File: src/rtl/seg7_pkg.sv
// Shared constants for the 4-digit seven-segment scan multiplexer:
// segment table, off patterns, default timing and the display record.
package seg7_pkg;

  localparam int DEF_REFRESH_DIV  = 50000;
  localparam int DEF_BLANK_CYCLES = 4;

  localparam logic [6:0] SEG_OFF   = 7'b1111111;
  localparam logic [3:0] ANODE_OFF = 4'b1111;

  // Active-low {g,f,e,d,c,b,a}; entry 0 sits in the low bits.
  localparam logic [15:0][6:0] HEX_SEG = {
    7'b0001110,  // F
    7'b0000110,  // E
    7'b0100001,  // d
    7'b1000110,  // C
    7'b0000011,  // b
    7'b0001000,  // A
    7'b0010000,  // 9
    7'b0000000,  // 8
    7'b1111000,  // 7
    7'b0000010,  // 6
    7'b0010010,  // 5
    7'b0011001,  // 4
    7'b0110000,  // 3
    7'b0100100,  // 2
    7'b1111001,  // 1
    7'b1000000   // 0
  };

  typedef struct packed {
    logic [15:0] value;
    logic [3:0]  dp;
    logic [3:0]  digit_en;
  } disp_t;

endpackage

File: src/rtl/hex7seg_dec.sv
// Combinational hex nibble to active-low seven-segment pattern.
// Pure lookup into the shared table, no state.
module hex7seg_dec
  import seg7_pkg::*;
(
  input  logic [3:0] nibble,
  output logic [6:0] segs
);

  assign segs = HEX_SEG[nibble];

endmodule

File: src/rtl/seg7_scan_mux.sv
// Four-digit multiplexed seven-segment driver with per-slot anode blanking and
// frame-coherent data update; outputs registered, 1 clock behind scan state.
// Define SEG7_BLANK_LEADING_ZERO_EN to blank leading zero digits.
module seg7_scan_mux
  import seg7_pkg::*;
#(
  parameter int REFRESH_DIV  = DEF_REFRESH_DIV,
  parameter int BLANK_CYCLES = DEF_BLANK_CYCLES
) (
  input  logic        clk,
  input  logic        reset,
  input  logic [15:0] value,
  input  logic [3:0]  dp,
  input  logic [3:0]  digit_en,
  input  logic        load,
  output logic [6:0]  segs7,
  output logic [3:0]  anodes,
  output logic        period,
  output logic [1:0]  digit_idx
);

  localparam int CW = $clog2(REFRESH_DIV);
  localparam logic [CW-1:0] CNT_LAST  = CW'(REFRESH_DIV - 1);
  localparam logic [CW-1:0] CNT_BLANK = CW'(BLANK_CYCLES);

  logic [CW-1:0] cnt;
  logic [1:0]    idx;
  disp_t         shadow;
  disp_t         disp;
  disp_t         incoming;
  logic          slot_end;
  logic          frame_end;

  assign incoming  = '{value: value, dp: dp, digit_en: digit_en};
  assign slot_end  = (cnt == CNT_LAST);
  assign frame_end = slot_end && (idx == 2'd3);

  always_ff @(posedge clk) begin
    if (reset) begin
      cnt    <= '0;
      idx    <= 2'd0;
      shadow <= '0;
      disp   <= '0;
    end else begin
      cnt <= slot_end ? '0 : cnt + CW'(1);
      if (slot_end) idx <= idx + 2'd1;
      if (load) shadow <= incoming;
      // Display only changes between frames; a same-edge load goes straight in.
      if (frame_end) disp <= load ? incoming : shadow;
    end
  end

  logic [3:0] nibble;
  logic [6:0] dec_segs;

  assign nibble = disp.value[{idx, 2'b00} +: 4];

  hex7seg_dec u_dec (
    .nibble (nibble),
    .segs   (dec_segs)
  );

  logic lz_blank;

`ifdef SEG7_BLANK_LEADING_ZERO_EN
  // zero_from[k]: digit k and every digit above it are zero.
  logic [3:0] zero_from;
  assign zero_from[3] = (disp.value[15:12] == 4'd0);
  assign zero_from[2] = zero_from[3] && (disp.value[11:8] == 4'd0);
  assign zero_from[1] = zero_from[2] && (disp.value[7:4] == 4'd0);
  assign zero_from[0] = 1'b0;
  assign lz_blank = zero_from[idx] && !disp.dp[idx];
`else
  assign lz_blank = 1'b0;
`endif

  logic show;
  assign show = (cnt >= CNT_BLANK) && disp.digit_en[idx] && !lz_blank;

  always_ff @(posedge clk) begin
    if (reset) begin
      anodes    <= ANODE_OFF;
      segs7     <= SEG_OFF;
      period    <= 1'b1;
      digit_idx <= 2'd0;
    end else begin
      digit_idx <= idx;
      if (show) begin
        anodes <= ~(4'b0001 << idx);
        segs7  <= dec_segs;
        period <= ~disp.dp[idx];
      end else begin
        anodes <= ANODE_OFF;
        segs7  <= SEG_OFF;
        period <= 1'b1;
      end
    end
  end

endmodule

File: config.mk
export PLATFORM = sky130hd
export DESIGN_NAME = seg7_scan_mux
export DESIGN_NICKNAME = d
export VERILOG_FILES = /design/src/rtl/seg7_pkg.sv /design/src/rtl/hex7seg_dec.sv /design/src/rtl/seg7_scan_mux.sv
export SDC_FILE = /design/constraint.sdc
export NUM_CORES = 1
export LEC_CHECK = 0
export BUFFER_PORTS_ARGS = -buffer_cell sky130_fd_sc_hd__buf_2
export CORE_ASPECT_RATIO = 1.4
export CORE_MARGIN = 3
export CORE_UTILIZATION = 55
export CTS_CLUSTER_DIAMETER = 200
export DETAILED_ROUTE_END_ITERATION = 10
export PLACE_DENSITY = 0.75
export SLEW_MARGIN = 40
export SYNTH_ARGS = -nofsm -noshare
export SYNTH_HDL_FRONTEND = slang
export SYNTH_HIERARCHICAL = 1
export SYNTH_SLANG_ARGS = --single-unit
File: constraint.sdc
create_clock -name clk -period 4.28 [get_ports clk]
set_input_delay 0.428 -clock clk [delete_from_list [all_inputs] [get_ports clk]]
set_output_delay 0.428 -clock clk [all_outputs]
set_load 0.1 [all_outputs]
[Word-level counts from Yosys, hierarchy flattened]
Memories as Yosys holds them, arrays and structs flattened. A register that Yosys moved wholly into a read port is not among the register bits.
Cells that the tools add are included.
Storage, ports and cells
  register bits: 73
  latch bits: 0
  RAM bits: 0
  ROM bits: 112
  memories kept: 1
Cells by class
  add/sub/neg operators: 2
  $mul: 0
  div/mod/pow operators: 0
  magnitude comparators: 2
  eq/ne operators: 2
  shifts and indexed selects: 2
  muxes and demuxes: 5
  bitwise logic cells: 3
  reduce and logical (&&, ||, !) cells: 4
Memory list
  (name not given): depth 16, width 7, read ports 1, clocked after Yosys merged registers in 1, write ports 0, line hex7seg_dec.sv:10  | assign segs = HEX_SEG[nibble];
Operators with widths (count)
  two-way mux 24 bit: 1
  adder 16 x 1 -> 16 bit (second input constant): 1
  == test 16 bit (second input constant): 1
  >= comparator 16 x 3 -> 1 bit (second input constant): 1
  indexed part select 16 x 5 -> 4 bit: 1
  binary-select mux 1 bit (select 2 bit): 2
  NOT 4 bit: 1
  OR reduction 2 bit: 2
  left shift 1 x 2 -> 4 bit (first input constant): 1
  < comparator 2 x 3 -> 1 bit (second input constant): 1
  adder 2 x 1 -> 2 bit (second input constant): 1
  == test 2 bit (second input constant): 1
  logical AND 1 bit: 2
  two-way mux 1 bit: 2
  NOT 1 bit: 2

[Longest topological paths before layout]
  word-level depth: 5
  depth in mapped cells: 8

[Modules after synthesis]
Netlist, hierarchy kept.
Modules (own cells, without submodules)
  seg7_scan_mux: instances 1, cells an instance 299, area each 3319.4 um2, seq. area each 1601.5 um2
  hex7seg_dec: instances 1, cells an instance 32, area each 275.3 um2, seq. area each 0.0 um2

[Worst setup path before layout]
Ideal clock, no wire load.
  path type: register to register
  start: reg idx[0]
  end: reg segs7[0]
  library setup time: 59 ps
  arrival: 2162 ps
  required time: 4221 ps
  path slack: 2059 ps
  cell stages (with the launch flop): 9
  buffers on the path: 1
  clock period less this slack: 2221 ps
  path through: dfxtp_1 > buf_2 > mux4_2 > inv_1 > ha_1 > and2b_2 > or3b_1 > o21ai_0 > nand2b_1
Between the ends
  elaborated cells on any way between the ends: 6
  those cells by class: shift: 1; mux: 2; bitwise: 1; reduce/logical: 2
RTL lines
  from (decl): line seg7_scan_mux.sv:27  | logic [1:0] idx;
  from (signal assigned): line seg7_scan_mux.sv:46  | if (slot_end) idx <= idx + 2'd1;
  indexed part select 16 x 5 -> 4 bit: line seg7_scan_mux.sv:56  | assign nibble = disp.value[{idx, 2'b00} +: 4];
  named net nibble[1]: line seg7_scan_mux.sv:53  | logic [3:0] nibble;
  to (decl): line seg7_scan_mux.sv:16  | output logic [6:0] segs7,
The timed path passes the listed nets, and every way through them passes these cells. The select of a mux whose other input is x is not followed.
A chain may end at the register's enable or synchronous reset.

[Worst setup path after layout]
Ends and elaborated chain as after synthesis.

==> results.json <==
{
  "period_share_pct": 58.02,
  "sinks_on_the_clock_net": 80,
  "timing_endpoint_of_the_critical_path": "segs7[0]",
  "min_from": "value[5]",
  "tritoncts_clock_tree": "built",
  "power_switching_uw": 305.4,
  "mappedNetlistArea_um2": 3595,
  "cts_setup_buffers": 0,
  "clock-root-buffer": "clkbuf_8",
  "p_leak_uw": 0.001665,
  "floorplan.io_pins": 41,
  "gate_power_share_pct": 4.3,
  "place.port_buffers": 40,
  "seq_area_frac_synth_pct": 44.55,
  "design.die.area_um2": 7556,
  "yosys_warnings": 6,
  "antennaDiodeCount": 0,
  "n_fill_cell": 522,
  "internal-power_uw": 1025,
  "maximum_number_of_pins_on_one_net_before_global_route_repair": 56,
  "fmax_ghz": 0.4027,
  "switching_share_pct": 22.95,
  "sum_of_routed_wire_length_over_all_layers_um": 5800,
  "syn_inst": 331,
  "mappedNetlistNets": 371,
  "path_max_fanout": 9,
  "routed_via_density": 5.224,
  "worst_hold_path.num_cells": 3,
  "cts.reportedPaths.clkPinSlew_ps": 80,
  "setup.worst_path.end_class": "register",
  "worst_slew_pin_slew_ps": 698.1,
  "crit-reg2reg-capture": "segs7[0]",
  "worst_r2r_path_depth": 7,
  "via_count": 2283,
  "detail_route.iter0.violations": 124,
  "postRouteAntennaNets": 0,
  "max_slew_margin_pct": 53.46,
  "timing.setup.tns_ps": 0,
  "post_synth_num_cell_types": 43,
  "detail_route.wl_per_cell_um": 13.27,
  "critical_path_class": "reg -> reg",
  "gpl_congestion": 0.8455,
  "row_count": 34,
  "post_dp_cell_area_um2": 3761,
  "arrival_ps": 2780,
  "timing.critical_path.from_type": "register",
  "clock_skew_ps": 9.977,
  "fp.dieH_um": 101.7,
  "power.share.clock_pct": 38.1,
  "cts_max_level": 3,
  "hp-class": "in -> reg",
  "drcViolationCount": 0,
  "die_width_um": 74.33,
  "crit_path_start": "idx[0]",
  "max_cap_viol_count": 0,
  "globalRouteTotalUtil_pct": 16.88,
  "hold_buffers": 0,
  "final_cell_mix": "dfxtp_1, nor2_1, buf_2, mux2i_1, nor2b_1",
  "final-max-slew-violation-count": 0,
  "power_per_cell_area_nw_per_um2": 337.4,
  "global_route_wire_length_before_repair_um": 9804,
  "final_net_count": 400,
  "detailedRoute.firstPassIterationCount": 4,
  "effective_utilization_at_floorplan_pct": 57.09,
  "worstSkewPairLatency_ps": 360,
  "grt_overflow": 0,
  "finalSetupViolations": 0,
  "cts_inserted_buffers": 9,
  "rsz0062_at_grt": "no",
  "regToRegSetupSlack_ps": 1800,
  "timing.rr.start": "idx[0]",
  "dp_hpwl_um": 4044,
  "cts_buffer_depth": 2,
  "layout-area-overhead-vs-synth_pct": 9.711,
  "final_util_pct": 62.64,
  "period_minus_slack_ps": 2483,
  "ys_seq_elements": 80,
  "run_status": "completed",
  "grt_pass1_vias": 2219,
  "drive_gt1_share_pct": 26.30,
  "cp.required_ps": 4580,
  "totalPowerFinal_uw": 1331,
  "grt_antenna_before_repair": 0,
  "layout.cells.non_filler": 437,
  "post_cts_sizing": 0,
  "timing_hold_violations_final": 0,
  "vdd.ir_drop.worst_v": 0.0002428,
  "share_seq_of_total_power_pct": 57.5,
  "layout_commonest_cell": "dfxtp_1",
  "layout.cell_area.non_filler_um2": 3944,
  "floorplan.core_area_um2": 6296,
  "cell_count_post_placement": 421,
  "post_synthesis_mean_instance_area_um2": 10.86
}
final cells by class:
type	instances	area [um^2]	share of cell area (%)
Clock buffer	11	151.4	3.839
Clock inverter	5	31.28	0.7931
Inverter	9	33.78	0.8566
Multi-Input combinational cell	220	1833	46.48
Sequential cell	80	1602	40.61
Tap cell	72	90.09	2.284
Timing Repair Buffer	40	202.7	5.140
state kept, by name, indices dropped and copies added (netlist names):
name / cells
disp: 24
shadow: 24
period: 1
digit_idx: 2
segs7: 7
idx: 2
cnt: 16
anodes: 4
through the flow:
| stage | setup WS [ps] | hold slack (ps) |
|---|---|---|
| after floorplan | 2059 | 437.4 |
| after global placement | 1899 | 451.0 |
| after detailed placement | 1776 | 465.6 |
| after CTS | 1761 | 346.9 |
| after global routing | 1572 | 372.9 |
| final | 1797 | 353.0 |
synthesized netlist by cell type, drive strengths merged:
library cell   n  area (um^2)
mux2i         28        280.3
nor3           4        20.02
nor2b         24        150.1
nand2b         9        58.81
mux4           7        161.4
and2           1        6.260
ha            13        162.7
o31ai          1        7.510
mux2          25        356.6
nor4b          1        15.01
nor2          48        180.2
and2b          1        8.760
a41oi          1        8.760
a21oi          2        13.76
nand2         10        37.54
nand4          6        52.55
a22o           2        17.52
and3           2        12.51
dfxtp         80         1602
clkbuf         5        18.77
xnor2          8        70.07
a32o           1        10.01
nand3          7        40.04
inv            9        33.78
xor2           6        52.55
or4            1        11.26
o21ai          3        15.01
nor4           4        40.04
or3b           1        8.760
buf           17        107.6
and4           3        28.78
or3            1        6.260
how the worst min path moves through the flow:
stage               slack [ps]         end
finish                     350  shadow[13]
detailed placement         470      cnt[0]
global placement           450      cnt[0]
global route               370  shadow[13]
floorplan                  440      cnt[0]
CTS                        350   shadow[6]
cells by family (layout without fill, tap and decap cells):
group / after synthesis / count (layout) / synth area share, %
XOR/XNOR: 14 / 14 / 3.411
multiplexers: 60 / 60 / 22.21
AND/OR/NAND/NOR: 123 / 123 / 18.83
adder cells (fa/ha/maj): 13 / 13 / 4.525
flip-flops: 80 / 80 / 44.55
buffers and inverters: 31 / 65 / 4.455
AO/OA/AOI/OAI: 10 / 10 / 2.019
worst max-delay path, stage by stage, from the launching register on:
cell	delay, ps
dfxtp_1	630
mux4_2	630
inv_1	160
ha_1	210
and2b_2	230
or3b_1	370
o21ai_0	70
nand2b_1	110
power groups by stage:
stage / combinational (uW) / sequential [uW] / clock (uW)
after detailed placement: 58.3 / 783 / 0
after CTS: 58.5 / 766 / 522
after global placement: 57.2 / 783 / 0
after global routing: 65.7 / 767 / 547
final: 57.4 / 766 / 508
after floorplan: 43.1 / 780 / 0
metal layers:
layer  GRT usage (%)  routed length (um)  vias up
met5               0                   0        -
met4           7.397                  74        0
met3           5.065                 272        8
met2           27.46                2755       41
met1           20.49                2697     1063
li1                -                   -     1171
Power figures use the tool's default switching activity.
